`config.mk`:
```
export PLATFORM = sky130hd
export DESIGN_NAME = fprint_tail_comparator
export DESIGN_NICKNAME = d
export VERILOG_FILES = /design/src/rtl/fprint_comp_pkg.sv /design/src/rtl/fprint_vote.sv /design/src/rtl/fprint_tail_comparator.sv
export SDC_FILE = /design/constraint.sdc
export NUM_CORES = 1
export LEC_CHECK = 0
export ABC_AREA = 0
export CAP_MARGIN = 20
export CORE_MARGIN = 2
export CORE_UTILIZATION = 51
export CTS_BUF_LIST = sky130_fd_sc_hd__clkbuf_16
export CTS_CLUSTER_SIZE = 24
export DETAILED_ROUTE_END_ITERATION = 8
export GPL_ROUTABILITY_DRIVEN = 0
export HOLD_SLACK_MARGIN = 0.12
export PLACE_DENSITY_LB_ADDON = 0.05
export SYNTH_ARGS = -nofsm -noshare
export SYNTH_HDL_FRONTEND = slang
export SYNTH_HIERARCHICAL = 1
export SYNTH_SLANG_ARGS = --single-unit
```
`constraint.sdc`:
```
create_clock -name clk -period 6.7 [get_ports clk]
set_input_delay 2.01 -clock clk [delete_from_list [all_inputs] [get_ports clk]]
set_output_delay 2.01 -clock clk [all_outputs]
set_load 0.03 [all_outputs]
```
`src/rtl/fprint_comp_pkg.sv`:
```
// Shared definitions for the fingerprint tail comparator: FSM states and fault-mask constants.
package fprint_comp_pkg;

  typedef enum logic [3:0] {
    IDLE,
    WAIT_PTR,
    RD0,
    RD1,
    RD2,
    DRAIN,
    CMP,
    INC_REQ,
    RST_REQ
  } state_t;

  localparam logic [2:0] MASK_NONE = 3'b000;
  localparam logic [2:0] MASK_DMR  = 3'b011;
  localparam logic [2:0] MASK_ALL  = 3'b111;

endpackage

```
`src/rtl/fprint_vote.sv`:
```
// Combinational fingerprint voter: 2-way compare, or 3-way majority when FPRINT_COMP_TMR_EN is defined.
module fprint_vote
  import fprint_comp_pkg::*;
#(
  parameter int unsigned FP_WIDTH = 32
) (
  input  logic [FP_WIDTH-1:0] fp0,
  input  logic [FP_WIDTH-1:0] fp1,
`ifdef FPRINT_COMP_TMR_EN
  input  logic [FP_WIDTH-1:0] fp2,
`endif
  output logic                mismatch,
  output logic [2:0]          mask
);

`ifdef FPRINT_COMP_TMR_EN
  logic e01, e02, e12;

  always_comb begin
    e01 = (fp0 == fp1);
    e02 = (fp0 == fp2);
    e12 = (fp1 == fp2);
    mask = MASK_NONE;
    // The odd core out is the one excluded from the single agreeing pair.
    if (e01 && e02)  mask = MASK_NONE;
    else if (e01)    mask = 3'b100;
    else if (e02)    mask = 3'b010;
    else if (e12)    mask = 3'b001;
    else             mask = MASK_ALL;
    mismatch = (mask != MASK_NONE);
  end
`else
  always_comb begin
    mismatch = (fp0 != fp1);
    mask     = mismatch ? MASK_DMR : MASK_NONE;
  end
`endif

endmodule

```
`src/rtl/fprint_tail_comparator.sv`:
```
// Consumer end of the per-task fingerprint ring buffers: fetch, vote, then advance/reset the tail.
// Define FPRINT_COMP_TMR_EN for 3-core majority voting; default build compares cores 0 and 1 only.
module fprint_tail_comparator
  import fprint_comp_pkg::*;
#(
  parameter int unsigned KEY_WIDTH  = 4,
  parameter int unsigned ADDR_WIDTH = 10,
  parameter int unsigned FP_WIDTH   = 32
) (
  input  logic                  clk,
  input  logic                  reset,
  input  logic                  job_valid,
  input  logic [KEY_WIDTH-1:0]  job_task_id,
  input  logic                  job_last,
  output logic                  job_ready,
  output logic [KEY_WIDTH-1:0]  comparator_task_id,
  input  logic [ADDR_WIDTH-1:0] comp_tail_pointer_0,
  input  logic [ADDR_WIDTH-1:0] comp_tail_pointer_1,
  input  logic [ADDR_WIDTH-1:0] comp_tail_pointer_2,
  output logic                  comparator_inc_tail_pointer,
  input  logic                  comp_inc_tail_pointer_ack,
  output logic                  comp_reset_task,
  input  logic                  comp_reset_task_ack,
  output logic                  ram_rd_en,
  output logic [1:0]            ram_rd_core,
  output logic [ADDR_WIDTH-1:0] ram_rd_addr,
  input  logic [FP_WIDTH-1:0]   ram_rd_data,
  output logic                  result_valid,
  output logic                  result_mismatch,
  output logic [2:0]            result_fault_mask,
  output logic [KEY_WIDTH-1:0]  result_task_id
);

  state_t               state, state_next;
  logic [KEY_WIDTH-1:0] task_q;
  logic                 last_q;
  logic [FP_WIDTH-1:0]  fp0_q, fp1_q;
  logic                 vote_mismatch;
  logic [2:0]           vote_mask;

`ifdef FPRINT_COMP_TMR_EN
  logic [FP_WIDTH-1:0]  fp2_q;
`else
  logic                 unused_tail2;
  assign unused_tail2 = ^comp_tail_pointer_2;
`endif

  assign comparator_task_id = task_q;

  always_ff @(posedge clk or posedge reset) begin
    if (reset) begin
      state  <= IDLE;
      task_q <= '0;
      last_q <= 1'b0;
      fp0_q  <= '0;
      fp1_q  <= '0;
`ifdef FPRINT_COMP_TMR_EN
      fp2_q  <= '0;
`endif
    end else begin
      state <= state_next;
      if (state == IDLE && job_valid) begin
        task_q <= job_task_id;
        last_q <= job_last;
      end
      // RAM data lags the read strobe by one cycle, so each capture is one state late.
      case (state)
        RD1:   fp0_q <= ram_rd_data;
        RD2:   fp1_q <= ram_rd_data;
`ifdef FPRINT_COMP_TMR_EN
        DRAIN: fp2_q <= ram_rd_data;
`else
        DRAIN: fp1_q <= ram_rd_data;
`endif
        default: ;
      endcase
    end
  end

  fprint_vote #(
    .FP_WIDTH (FP_WIDTH)
  ) u_vote (
    .fp0      (fp0_q),
    .fp1      (fp1_q),
`ifdef FPRINT_COMP_TMR_EN
    .fp2      (fp2_q),
`endif
    .mismatch (vote_mismatch),
    .mask     (vote_mask)
  );

  always_comb begin
    state_next                  = state;
    job_ready                   = 1'b0;
    ram_rd_en                   = 1'b0;
    ram_rd_core                 = '0;
    ram_rd_addr                 = '0;
    result_valid                = 1'b0;
    result_mismatch             = 1'b0;
    result_fault_mask           = MASK_NONE;
    result_task_id              = '0;
    comparator_inc_tail_pointer = 1'b0;
    comp_reset_task             = 1'b0;
    case (state)
      IDLE: begin
        if (job_valid && !reset) begin
          job_ready  = 1'b1;
          state_next = WAIT_PTR;
        end
      end
      WAIT_PTR: state_next = RD0;
      RD0: begin
        ram_rd_en   = 1'b1;
        ram_rd_core = 2'd0;
        ram_rd_addr = comp_tail_pointer_0;
        state_next  = RD1;
      end
      RD1: begin
        ram_rd_en   = 1'b1;
        ram_rd_core = 2'd1;
        ram_rd_addr = comp_tail_pointer_1;
`ifdef FPRINT_COMP_TMR_EN
        state_next  = RD2;
`else
        state_next  = DRAIN;
`endif
      end
      RD2: begin
        ram_rd_en   = 1'b1;
        ram_rd_core = 2'd2;
        ram_rd_addr = comp_tail_pointer_2;
        state_next  = DRAIN;
      end
      DRAIN: state_next = CMP;
      CMP: begin
        result_valid      = 1'b1;
        result_mismatch   = vote_mismatch;
        result_fault_mask = vote_mask;
        result_task_id    = task_q;
        state_next        = INC_REQ;
      end
      INC_REQ: begin
        comparator_inc_tail_pointer = 1'b1;
        if (comp_inc_tail_pointer_ack) state_next = last_q ? RST_REQ : IDLE;
      end
      RST_REQ: begin
        comp_reset_task = 1'b1;
        if (comp_reset_task_ack) state_next = IDLE;
      end
      default: state_next = IDLE;
    endcase
  end

endmodule

```
== After elaboration in Yosys (flattened, before gate mapping) ==
Index checks and enable logic that the tools add are counted.

* Bits of input ports: 72
* Output and inout bits: 29
* Logic and storage cells: 42
* Bits in registers: 73

* Equal/unequal tests: 12
* Multiplexer cells: 17
* Reduce and logical (&&, ||, !) cells: 8

{| class="wikitable"
|+ Operators by type and width
! kind !! count
|-
| $ne 32x32->1 || 1
|-
| $pmux 4 s8 || 1
|-
| $pmux 10 s3 || 1
|-
| $mux 4 || 5
|-
| $eq 4x3->1 const B || 4
|-
| $eq 4x2->1 const B || 2
|-
| $mux 1 || 7
|-
| $eq 4x1->1 const B || 1
|-
| $eq 4x4->1 const B || 1
|-
| $logic_not 4->1 || 1
|-
| $ne 2x2->1 const B || 2
|-
| $pmux 2 s2 || 1
|-
| $reduce_or 2->1 || 2
|-
| $mux 3 || 1
|-
| $reduce_and 3->1 || 1
|-
| $reduce_or 3->1 || 1
|-
| $logic_and 1x1->1 || 2
|-
| $mux 2 || 1
|-
| $ne 2x1->1 const B || 1
|-
| $logic_not 1->1 || 1
|}

== Longest topological paths before layout ==
Gate-level depths: netlist of run 1.

* Depth after elaboration: 4
* Gate-level depth with buffers: 6
* Mapped depth without buffers: 5

== By module ==
The synthesis of run 1 kept the hierarchy.

{| class="wikitable"
|+ By module, submodules not included
! module !! seq. area each (um2) !! cells each !! area each (um2) !! times used
|-
| fprint_tail_comparator || 1826.8 || 211 || 3095.5 || 1
|-
| fprint_vote || 0.0 || 47 || 372.9 || 1
|}

== Least setup slack after synthesis of run 1 ==
Ideal clock, no wire load.

* Kind: in2out
* Start: input port job_valid
* End: output port job_ready
* Stages on the path: 2
* Data required time: 4690 ps
* Buffers on the path: 0
* Data arrival time: 2630 ps
* Slack: 2060 ps
* Path through: nand3_1 -> nor2_1

* Cells in the longest elaborated chain, start to end: 3

{| class="wikitable"
|+ Ends and longest elaborated chain
! element !! line !! source
|-
| start: declaration || fprint_tail_comparator.sv:12 || <nowiki>input logic job_valid,</nowiki>
|-
| $logic_and 1x1->1 || fprint_tail_comparator.sv:106 || <nowiki>if (job_valid && !reset) begin</nowiki>
|-
| $mux 1 || fprint_tail_comparator.sv:106 ||
|-
| $mux 1 || fprint_tail_comparator.sv:104 || <nowiki>case (state)</nowiki>
|-
| end: declaration || fprint_tail_comparator.sv:15 || <nowiki>output logic job_ready,</nowiki>
|}

No other way between the ends.

== Worst setup path after layout of run 1 ==
Same ends and word-level chain as after synthesis.

==> results of run 1 <==
[worst paths after layout]
kind	to	from	depth (start not counted)	slack [ps]
setup / recovery	job_ready	job_valid	4	1130
min in group asynchronous	state[1]	reset	3	2340
setup reg to reg	fp0_q[10]	state[3]	3	4770
max in group asynchronous	fp0_q[1]	reset	3	3750
hold reg to reg	last_q	last_q	1	510
hold / removal	last_q	last_q	1	510
[per-stage QoR]
stage	utilization, %	cells	setup WS [ps]	power, uW	hold WS [ps]
final	71.2	440	1130	2340	510
after global routing	71.2	440	1020	2490	539
after CTS	71.2	440	1110	2370	510
after detailed placement	66.8	425	1110	1890	496
after global placement	66.8	425	1110	1860	491
after floorplan	-	258	2060	1610	480
[kinds of logic (layout without fill, tap and decap cells)]
family / count (synthesis) / after routing
other: 1 / 1
XOR/XNOR: 32 / 32
multiplexers: 69 / 69
buffers and inverters: 30 / 132
flip-flops: 73 / 73
AND/OR/NAND/NOR: 37 / 37
AO/OA/AOI/OAI: 16 / 16
[area by class of cell]
| cell class | count | area, um^2 |
|---|---|---|
| Clock buffer | 9 | 225 |
| Clock inverter | 6 | 67.6 |
| Multi-Input combinational cell | 155 | 1460 |
| Inverter | 14 | 52.6 |
| Timing Repair Buffer | 103 | 1020 |
| Tap cell | 80 | 100 |
| Fill cell | 505 | 1920 |
| Sequential cell | 73 | 1830 |
[flip-flops by register name, indices dropped and copies added (netlist names)]
register            flops
comparator_task_id      4
fp0_q                  32
fp1_q                  32
last_q                  1
state                   4
[cells in the final DEF (no fill, tap or decap), types with 3 or more instances in the layout]
cell,netlist,final
clkdlybuf4s50_1,0,99
dfrtp_1,73,73
mux2_2,68,68
xnor2_1,32,32
inv_1,14,13
a222oi_1,10,10
clkbuf_16,0,9
and2_1,8,8
nand4_1,8,8
nor2_1,5,5
nand2_1,4,4
buf_4,8,4
a211oi_1,3,3
[worst register-to-register path, stage by stage, from the launching register on]
cell and delay, ps:
dfrtp_1 560, and4bb_2 380, buf_4 470, mux2_2 410
[metal layers]
| layer | up-vias | track usage (%) | share of wire [%] |
|---|---|---|---|
| met4 | 0 | 6.82 | 0.67 |
| li1 | 1120 | - | - |
| met1 | 1148 | 25.1 | 46 |
| met2 | 34 | 30.6 | 51 |
| met3 | 6 | 3.71 | 2.8 |
| met5 | - | 0 | 0 |
[power breakdown]
part	switching (uW)	internal, uW	total (uW)
Clock	180	288	468
Sequential	169	670	839
Combinational	452	581	1030
Total	801	1540	2340
==> reports/results.env, run 1 <==
YS_TYPES=26
SYNTH_COMPOUND_AREA_SHARE_PCT=4.11
ANTENNA_FOUND_INITIAL=0
GRT_MAX_DEGREE=74
ANTENNA_VIOLATING_NETS_POST_ROUTE=0
NETLIST_AREA_MM2=0.00347
WORSTHOLDPATHTYPE='flip-flop to flip-flop'
DRV_CAP=0
FINALWORSTPATHREQUIREDPERIOD_PS=5570
SYNTHTOPCELLSBYCOUNT='dfrtp_1, mux2_2, xnor2_1'
GRT_PASS1_VIAS=2309
WORST_IR_DROP_VDD_V=0.000220
CTSROOTBUFFERMASTER='clkbuf_16'
DIE_AREA_MM2=0.00748
YOSYS.AREA_SHARE.XOR_XNOR_PCT=8.08
SYNTHTOPCELLSBYAREA='dfrtp_1, mux2_2, xnor2_1, a222oi_1, buf_4'
CORE_MM2=0.00668
FIRST_PASS_GRT_WIRE_LENGTH_UM=10900
ROUTED_WL_UM=6860
AVGVIACOUNTPERCELL=5.25
FINAL.SETUP_SKEW_PS=6.94
CTS.HOLD.BUFFERS_ADDED=0
NUMBER_OF_ENABLE_TYPE_REGISTER_CELLS_IN_THE_SYNTHESIZED_NETLIST=0
WORSTMARGINPINSLEW_PS=911
WORSTPATHBUFFERINVERTERCOUNT=2
POWER_DENSITY_OVER_THE_CELLS_mW_PER_MM2=492
CPMAXSTAGEDELAYCELL='clkdlybuf4s50_1'
FIN_AREA_MM2=0.00476
PATH_DELAY_FAMILY='buffers and inverters'
FIRSTDRTPASSITERS=5
DRT_ITER0_DRC=135
STATUS='completed'
SYNTHMUXAREASHARE_PCT=22.4
CLKTRANSATPATHREGS_PS=60
HTREE_NUM_LEVELS=3
CTS_TREE='done'
NUM_ANTENNA_CELLS=0
CRITPATHKIND='input port to primary output'
SHARE_OF_LAYOUT_CELLS_ABOVE_DRIVE_STRENGTH_1_PCT=25.6
FP-ROW-COUNT=30
MAX_STAGE_DELAY_PS=680
FINALMAXSLEWVIOLATIONS=0
TIMING.CRITICAL_PATH.MODE_CELL='clkdlybuf4s50_1'
HORIZONTAL_DIE_DIMENSION_UM=86.5
DPL.HPWL_UM=4790
SYNTH_ASYNC_SR_FLOP_SHARE_PCT=100
PLACED_CELL_AREA_MM2=0.00446
POST-ROUTE-DRC-COUNT=0
DR_TOTAL_VIAS=2308
WORSTSETUPENDPOINTTYPE='primary output'
IO_BUFFERS=99
YOSYS.AREA_SHARE.SIMPLE_PCT=7.50
TIMING.CRITICAL_PATH.ARRIVAL_PS=3560
SYNTH.YOSYS.WARNINGS=6
YOSYS_MOST_USED_DFF='dfrtp_1'
CTS.PATH.MAX_BUFFERS=2
ORDERED_CELL_LIST_FOR_THE_CRITICAL_PATH='clkdlybuf4s50_1, nand3_1, nor2_1, clkdlybuf4s50_1'
SYN-MEAN-INSTANCE-AREA_UM2=13.4
PERIOD_SHARE_PCT=83.2
YOSYSSEQAREASHARE_PCT=52.7
BOUNDARYPINS=101
STATIC-LEAKAGE-POWER_uW=0.00195
YOSYSTOPAREACELLSHARE_PCT=52.7
AREA.GROWTH.SYNTH_TO_FINAL_PCT=37.2
SYNTHESIS.INSTANCES=258
INSERTION_DELAY_PS=320
YS_FF_LATCH=73
SYNTH_TOP_FAMILY_BY_AREA='multiplexers'
SETUP-TNS-FINAL_PS=0
RSZ0062_AT_GRT='false'
TIMING.CRITICAL_PATH.FROM_TYPE='input port'
POST-SYNTH-TOP-AREA-CELL='dfrtp_1'
GRT-OVFL-TOTAL=0
SETUP-VIOLATIONS-FINAL=0
SYN_NETS=330
WORST_PATH_MAX_FANOUT=6
CTS_POST_SETUP_BUFFERS_INSERTED=0
NUM_CTS_BUFFERS=9
CTSRESIZECOUNT=0
GLOBAL_ROUTE.USAGE.TOTAL_PCT=18.8
TRITONCTS_NUM_SINKS=73
POST_DRT_WL_PER_CELL_UM=15.6
YOSYS.AREA_SHARE.ADDER_PCT=0
NET_COUNT_OF_THE_FINISHED_LAYOUT=428
SYNTHMOSTINSTANTIATEDCELL='dfrtp_1'
DIE-HEIGHT_UM=86.5
FMAXACHIEVABLE_MHz=179
INITIAL_UTILIZATION_PCT=51.9
TIMING.CRITICAL_PATH.REQUIRED_PS=4690
HOLD_VIOL_FINAL=0
TIMING.MAX_SLEW.REL_SLACK_PCT=39.2
Power figures use the tool's default switching activity.
==> inputs of run 2 (changes only) <==
--- a/config.mk
+++ b/config.mk
@@ -8,7 +8,7 @@
 export ABC_AREA = 0
 export CAP_MARGIN = 20
 export CORE_MARGIN = 2
-export CORE_UTILIZATION = 51
+export CORE_UTILIZATION = 47
 export CTS_BUF_LIST = sky130_fd_sc_hd__clkbuf_16
 export CTS_CLUSTER_SIZE = 24
 export DETAILED_ROUTE_END_ITERATION = 8
==> constraint.sdc (replaced) <==
create_clock -name clk -period 5.5 [get_ports clk]
set_input_delay 1.65 -clock clk [delete_from_list [all_inputs] [get_ports clk]]
set_output_delay 1.65 -clock clk [all_outputs]
set_load 0.03 [all_outputs]
==> run 2 against run 1 <==
  * Wire length increased by 2.6%
  * Setup slack got worse by 480 ps
  * Final cell count increased by 4.8%
==> reports/results.env, run 2 (same netlist as run 1, synthesis figures left out) <==
SETUP-TNS-FINAL_PS=0  # unchanged
CTSROOTBUFFERMASTER='clkbuf_16'
POWER_DENSITY_OVER_THE_CELLS_mW_PER_MM2=594  # +21%
SETUP-VIOLATIONS-FINAL=0  # unchanged
TIMING.CRITICAL_PATH.MODE_CELL='clkdlybuf4s50_1'
GRT_PASS1_VIAS=2417  # +4.7%
ROUTED_WL_UM=7040  # +2.6%
DRV_CAP=0  # unchanged
WORSTMARGINPINSLEW_PS=619  # -293 ps
FP-ROW-COUNT=31  # +3.3%
CLKTRANSATPATHREGS_PS=60  # about the same
AREA.GROWTH.SYNTH_TO_FINAL_PCT=38.5
WORSTSETUPENDPOINTTYPE='primary output'
LAYOUT.CELLS.MOST_COMMON='clkdlybuf4s50_1'
CTS_POST_SETUP_BUFFERS_INSERTED=0  # unchanged
TIMING.CRITICAL_PATH.ARRIVAL_PS=3210  # -350 ps
WORSTHOLDPATHTYPE='flip-flop to flip-flop'
NETSWITCHINGPOWER_uW=977  # +22%
DIE-HEIGHT_UM=89.9  # +4.0%
POST_DRT_WL_PER_CELL_UM=15.3  # -2.0%
CTS.PATH.MAX_BUFFERS=2  # unchanged
FINALMAXSLEWVIOLATIONS=0  # unchanged
IO_BUFFERS=99  # unchanged
CORE_MM2=0.00721  # +8.0%
WORST_IR_DROP_VDD_V=0.000313  # +43%
STATIC-LEAKAGE-POWER_uW=0.00196  # +0.73%
AVGVIACOUNTPERCELL=5.02  # -4.3%
TIMING.MAX_SLEW.REL_SLACK_PCT=58.6  # +19 points
FINALWORSTPATHREQUIREDPERIOD_PS=4860
FINAL.SETUP_SKEW_PS=3.33  # -3.61 ps
FILLERINSTANCES=584  # +16%
MAX_STAGE_DELAY_PS=680  # about the same
FIRST_PASS_GRT_WIRE_LENGTH_UM=11800  # +7.9%
BOUNDARYPINS=101  # unchanged
STATUS='completed'
DPL.HPWL_UM=4820  # +0.69%
SWITCHING_SHARE_PCT=34.2  # about the same
CELL_INTERNAL_PWR_uW=1880  # +22%
REG_TOP3='fp0_q: 32 flops, fp1_q: 32 flops'
TRITONCTS_NUM_SINKS=73  # unchanged
NET_COUNT_OF_THE_FINISHED_LAYOUT=429  # +0.23%
WORST_PATH_MAX_FANOUT=6  # unchanged
SHARE_OF_LAYOUT_CELLS_ABOVE_DRIVE_STRENGTH_1_PCT=25.7  # +0.14 points
NUM_ANTENNA_CELLS=0  # unchanged
MIN_DELAY_WORST_ENDPOINT='fp1_q[29]'
MIN_PATH_CELLS=1  # unchanged
HTREE_NUM_LEVELS=3  # unchanged
CPMAXSTAGEDELAYCELL='clkdlybuf4s50_1'
R2R-START='state[3]'
CTS.HOLD.BUFFERS_ADDED=0  # unchanged
TIMING.CRITICAL_PATH.REQUIRED_PS=3850  # -840 ps
LAYOUT_SETUP_WS_PS=645  # -480 ps
FMAXACHIEVABLE_MHz=206
HORIZONTAL_DIE_DIMENSION_UM=89.9  # +4.0%
PERIOD_SHARE_PCT=88.3
HOLD_VIOL_FINAL=0  # unchanged
SETUP.REG_TO_REG.WORST_SLACK_PS=3380  # -1390 ps
HOLD_PATH.STARTPOINT='fp1_q[29]'
TIMING.CRITICAL_PATH.FROM_TYPE='input port'
R2R_ENDPOINT='fp0_q[9]'
GRT_MAX_DEGREE=51  # -31%
CTS_TREE='done'
FIRSTDRTPASSITERS=4  # -1
GLOBAL_ROUTE.USAGE.TOTAL_PCT=18.2  # -0.53 points
RSZ0062_AT_GRT='false'
ANTENNA_FOUND_INITIAL=0  # unchanged
R2R_CELLS=3  # unchanged
PRE_CTS_SLACK_PS=628  # -481 ps
LAYOUT_COMMON_CELLS='clkdlybuf4s50_1, dfrtp_1, mux2_2'
GRT-OVFL-TOTAL=0  # unchanged
DIE_AREA_MM2=0.00808  # +8.1%
DR_TOTAL_VIAS=2315  # +0.30%
POST-ROUTE-DRC-COUNT=0  # unchanged
POWER.SHARE.SEQUENTIAL_PCT=35.9  # about the same
INSERTION_DELAY_PS=320  # about the same
ORDERED_CELL_LIST_FOR_THE_CRITICAL_PATH='clkdlybuf4s50_1, nand3_1, nor2_1, clkdlybuf4s50_1'
CTSRESIZECOUNT=0  # unchanged
POWER_FRAC_CLOCK_PCT=19.8  # -0.2 points
CRITPATHKIND='input port to primary output'
NUM_CTS_BUFFERS=9  # unchanged
SHARE_COMB_OF_TOTAL_POWER_PCT=44.3  # about the same
ANTENNA_VIOLATING_NETS_POST_ROUTE=0  # unchanged
INITIAL_UTILIZATION_PCT=48.1  # -3.8 points
DRT_ITER0_DRC=125  # -7.4%
-- run 2: worst max path at each step --
| stage | startpoint | endpoint | slack, ps | cells past startpoint |
|---|---|---|---|---|
| 2_1_floorplan | job_valid | job_ready | 1580 | 2 |
| 3_3_place_gp | job_valid | job_ready | 620 | 4 |
| 3_5_place_dp | job_valid | job_ready | 630 | 4 |
| 4_1_cts | job_valid | job_ready | 620 | 4 |
| 5_1_grt | job_valid | job_ready | 570 | 4 |
| 6_report | job_valid | job_ready | 640 | 4 |
-- run 2: area by class of cell --
| cell class | count | area (um^2) | share of cell area, % |
|---|---|---|---|
| flip-flops and latches | 73 | 1830 | 38.0 |
| multi-input cells | 155 | 1460 | 30.5 |
| repair buffers | 104 | 1040 | 21.7 |
| clock buffers | 9 | 225 | 4.69 |
| well taps | 99 | 124 | 2.58 |
| clock inverters | 7 | 71.3 | 1.48 |
| inverters | 14 | 52.6 | 1.09 |
-- run 2: routing by layer --
| metal | global-route usage [%] | part of all wire [%] |
|---|---|---|
| met1 | 23.8 | 46 |
| met4 | 6.15 | 1.1 |
| met2 | 29.2 | 48 |
| met3 | 5.62 | 4.7 |
| met5 | 0 | 0 |
-- run 2: power groups by stage --
stage | combinational [uW] | clock [uW] | sequential, uW
finish | 1260 | 565 | 1020
global placement | 1260 | 0 | 1020
global route | 1360 | 605 | 1060
CTS | 1270 | 581 | 1030
floorplan | 969 | 0 | 991
detailed placement | 1270 | 0 | 1030
-- run 2: critical path: cells and delay by family --
| kind | cells | cell delay [ps] |
|---|---|---|
| buffers and inverters | 2 | 1160 |
| AND/OR/NAND/NOR | 2 | 390 |
-- run 2: per-stage QoR --
stage | hold WS, ps | power [uW] | instances | cell area (um^2) | util (%)
final | 513 | 2850 | 461 | 4800 | 66.6
after global placement | 496 | 2270 | 444 | 4490 | 62.2
after detailed placement | 498 | 2300 | 444 | 4490 | 62.2
after CTS | 518 | 2880 | 460 | 4780 | 66.3
after global routing | 539 | 3030 | 461 | 4800 | 66.6
after floorplan | 480 | 1960 | 258 | 3470 | -
==> inputs of run 3 (changes only) <==
--- a/config.mk
+++ b/config.mk
@@ -6,7 +6,7 @@
 export NUM_CORES = 1
 export LEC_CHECK = 0
 export ABC_AREA = 0
-export CAP_MARGIN = 20
+export CAP_MARGIN = 25
 export CORE_MARGIN = 2
 export CORE_UTILIZATION = 47
 export CTS_BUF_LIST = sky130_fd_sc_hd__clkbuf_16
==> run 3 against run 2 <==
  * Hold slack about the same
  * Maximum frequency down 0.44%
  * Global-route usage up 0.23 points
  * Critical path depth unchanged
  * Clock-buffer cell count unchanged
  * Die area unchanged
  * Non-clock buffer count unchanged
  * Via count down 0.48%
  * Combinational power about the same
  * Final cell count unchanged
  * Register-to-register slack better by 30 ps
  * Critical path type unchanged
  * Critical endpoint unchanged
==> reports/results.env, run 3 (same netlist as run 1, synthesis figures left out) <==
STATUS='completed'
MAX_STAGE_DELAY_PS=680  # about the same
DRV_CAP=0  # unchanged
SHARE_OF_LAYOUT_CELLS_ABOVE_DRIVE_STRENGTH_1_PCT=25.7  # unchanged
PLACED_CELLS=445  # +0.23%
POST-ROUTE-DRC-COUNT=0  # unchanged
CPMAXSTAGEDELAYCELL='clkdlybuf4s50_1'
LAYOUT_COMMON_CELLS='clkdlybuf4s50_1, dfrtp_1, mux2_2'
CELL_INTERNAL_PWR_uW=1830  # -2.5%
FMAXACHIEVABLE_MHz=205  # -0.44%
FIRST_PASS_GRT_WIRE_LENGTH_UM=11800  # +0.18%
MULTIINPUTGATEAREA_MM2=0.00146  # unchanged
TIMING.CRITICAL_PATH.FROM_TYPE='input port'
FINALWORSTPATHREQUIREDPERIOD_PS=4880  # +21.3 ps
CTSRESIZECOUNT=0  # unchanged
GLOBAL_ROUTE.USAGE.TOTAL_PCT=18.5  # +0.23 points
WORSTSETUPENDPOINTTYPE='primary output'
POST_DRT_WL_PER_CELL_UM=15.2  # -0.71%
DRT_ITER0_DRC=120  # -4.0%
HTREE_NUM_LEVELS=3  # unchanged
CTS.HOLD.BUFFERS_ADDED=0  # unchanged
FIRSTDRTPASSITERS=4  # unchanged
DR_TOTAL_VIAS=2304  # -0.48%
SWITCHING_SHARE_PCT=34.7  # +0.47 points
PLACED_CELL_AREA_MM2=0.00451  # +0.45%
REG_TOP3='fp0_q: 32 flops, fp1_q: 32 flops'
SEQ_AREA_MM2=0.00183  # unchanged
FIN_AREA_MM2=0.00478  # -0.47%
NUM_CTS_BUFFERS=9  # unchanged
TIMING.CRITICAL_PATH.ARRIVAL_PS=3230  # +20 ps
CTS_TREE='done'
DIE_AREA_MM2=0.00808  # unchanged
AREA.GROWTH.SYNTH_TO_FINAL_PCT=37.9
TIMING.CRITICAL_PATH.MODE_CELL='clkdlybuf4s50_1'
CTSROOTBUFFERMASTER='clkbuf_16'
FP-ROW-COUNT=31  # unchanged
CTS.PATH.MAX_BUFFERS=2  # unchanged
NUM_ANTENNA_CELLS=0  # unchanged
FILLERINSTANCES=609  # +4.3%
SETUP-VIOLATIONS-FINAL=0  # unchanged
FIN_TOTAL_PWR_uW=2800  # -1.8%
PERIOD_SHARE_PCT=88.7  # +0.39 points
DPL.HPWL_UM=4890  # +1.5%
WORSTHOLDPATHTYPE='flip-flop to flip-flop'
DIE-HEIGHT_UM=89.9  # unchanged
ANTENNA_VIOLATING_NETS_POST_ROUTE=0  # unchanged
WORST_IR_DROP_VDD_V=0.000311  # -0.64%
LAYOUT.CELLS.MOST_COMMON='clkdlybuf4s50_1'
GRT_PASS1_VIAS=2395  # -0.91%
WORSTMARGINPINSLEW_PS=610  # -8.12 ps
INITIAL_UTILIZATION_PCT=48.1  # unchanged
FINALMAXSLEWVIOLATIONS=0  # unchanged
HOLD_VIOL_FINAL=0  # unchanged
CORE_MM2=0.00721  # unchanged
PATH_DELAY_FAMILY='buffers and inverters'
GRT-OVFL-TOTAL=0  # unchanged
CRITPATHKIND='input port to primary output'
ORDERED_CELL_LIST_FOR_THE_CRITICAL_PATH='clkdlybuf4s50_1, nand3_1, nor2_1, clkdlybuf4s50_1'
FINAL.SETUP_SKEW_PS=5.78  # +2.46 ps
BOUNDARYPINS=101  # unchanged
TRITONCTS_NUM_SINKS=73  # unchanged
NETSWITCHINGPOWER_uW=972  # -0.45%
IO_BUFFERS=99  # unchanged
FINAL.HOLD.WORST_SLACK_PS=514  # +0.414 ps
SHARE_COMB_OF_TOTAL_POWER_PCT=45.0  # +0.7 points
POST_ROUTE_INSTS_NO_FILL=461  # unchanged
AVGVIACOUNTPERCELL=5.00  # -0.48%
NET_COUNT_OF_THE_FINISHED_LAYOUT=429  # unchanged
POWER_FRAC_CLOCK_PCT=18.5  # -1.3 points
CLKTRANSATPATHREGS_PS=60  # about the same
WORST_PATH_MAX_FANOUT=6  # unchanged
STATIC-LEAKAGE-POWER_uW=0.00195  # -0.73%
POWER.SHARE.SEQUENTIAL_PCT=36.5  # +0.6 points
ANTENNA_FOUND_INITIAL=0  # unchanged
INSERTION_DELAY_PS=330  # about the same
SETUP-TNS-FINAL_PS=0  # unchanged
TIMING.CRITICAL_PATH.REQUIRED_PS=3850  # about the same
CTS_POST_SETUP_BUFFERS_INSERTED=0  # unchanged
TIMING.MAX_SLEW.REL_SLACK_PCT=59.1  # +0.54 points
HORIZONTAL_DIE_DIMENSION_UM=89.9  # unchanged
ROUTED_WL_UM=6990  # -0.71%
POWER_DENSITY_OVER_THE_CELLS_mW_PER_MM2=586  # -1.3%
RSZ0062_AT_GRT='false'
GRT_MAX_DEGREE=44  # -14%
WORSTPATHBUFFERINVERTERCOUNT=2  # unchanged
-- run 3: layout make-up --
class / instances / area share, %
clock buffers: 9 / 4.71
repair buffers: 104 / 21.8
flip-flops and latches: 73 / 38.2
inverters: 14 / 1.10
clock inverters: 7 / 1.02
well taps: 99 / 2.59
multi-input cells: 155 / 30.6
-- run 3: per-layer routing --
metal / global-route usage [%] / part of all wire (%) / up-vias
met5: 0 / 0 / -
met4: 6.15 / 1.5 / 0
met3: 6.04 / 4.8 / 10
met2: 29.1 / 49 / 52
met1: 24.3 / 45 / 1132
li1: - / - / 1110
-- run 3: path summary, 6_finish.rpt --
check	cells after the start	slack, ps	endpoint	from
max	4	620	job_ready	job_valid
min	1	510	fp1_q[29]	fp1_q[29]
max reg2reg	3	3410	fp0_q[9]	state[3]
min reg2reg	1	510	fp1_q[29]	fp1_q[29]
max in group asynchronous	4	3060	fp0_q[16]	reset
min in group asynchronous	2	1580	comparator_task_id[3]	reset
-- run 3: worst register-to-register path, stage by stage (launching register included) --
cell	delay, ps
dfrtp_1	550
and4bb_2	550
buf_4	450
mux2_2	420
-- run 3: power by group through the flow --
stage	combinational [uW]	clock, uW	sequential [uW]
floorplan	969	0	991
finish	1260	518	1020
global placement	1260	0	1020
CTS	1280	537	1020
detailed placement	1270	0	1030
global route	1360	559	1060
-- run 3: per-stage QoR --
| step | setup slack [ps] | utilization (%) |
|---|---|---|
| 2_1_floorplan | 1580 | - |
| 3_3_place_gp | 621 | 62.2 |
| 3_5_place_dp | 605 | 62.5 |
| 4_1_cts | 601 | 66.3 |
| 5_1_grt | 514 | 66.3 |
| 6_report | 624 | 66.3 |
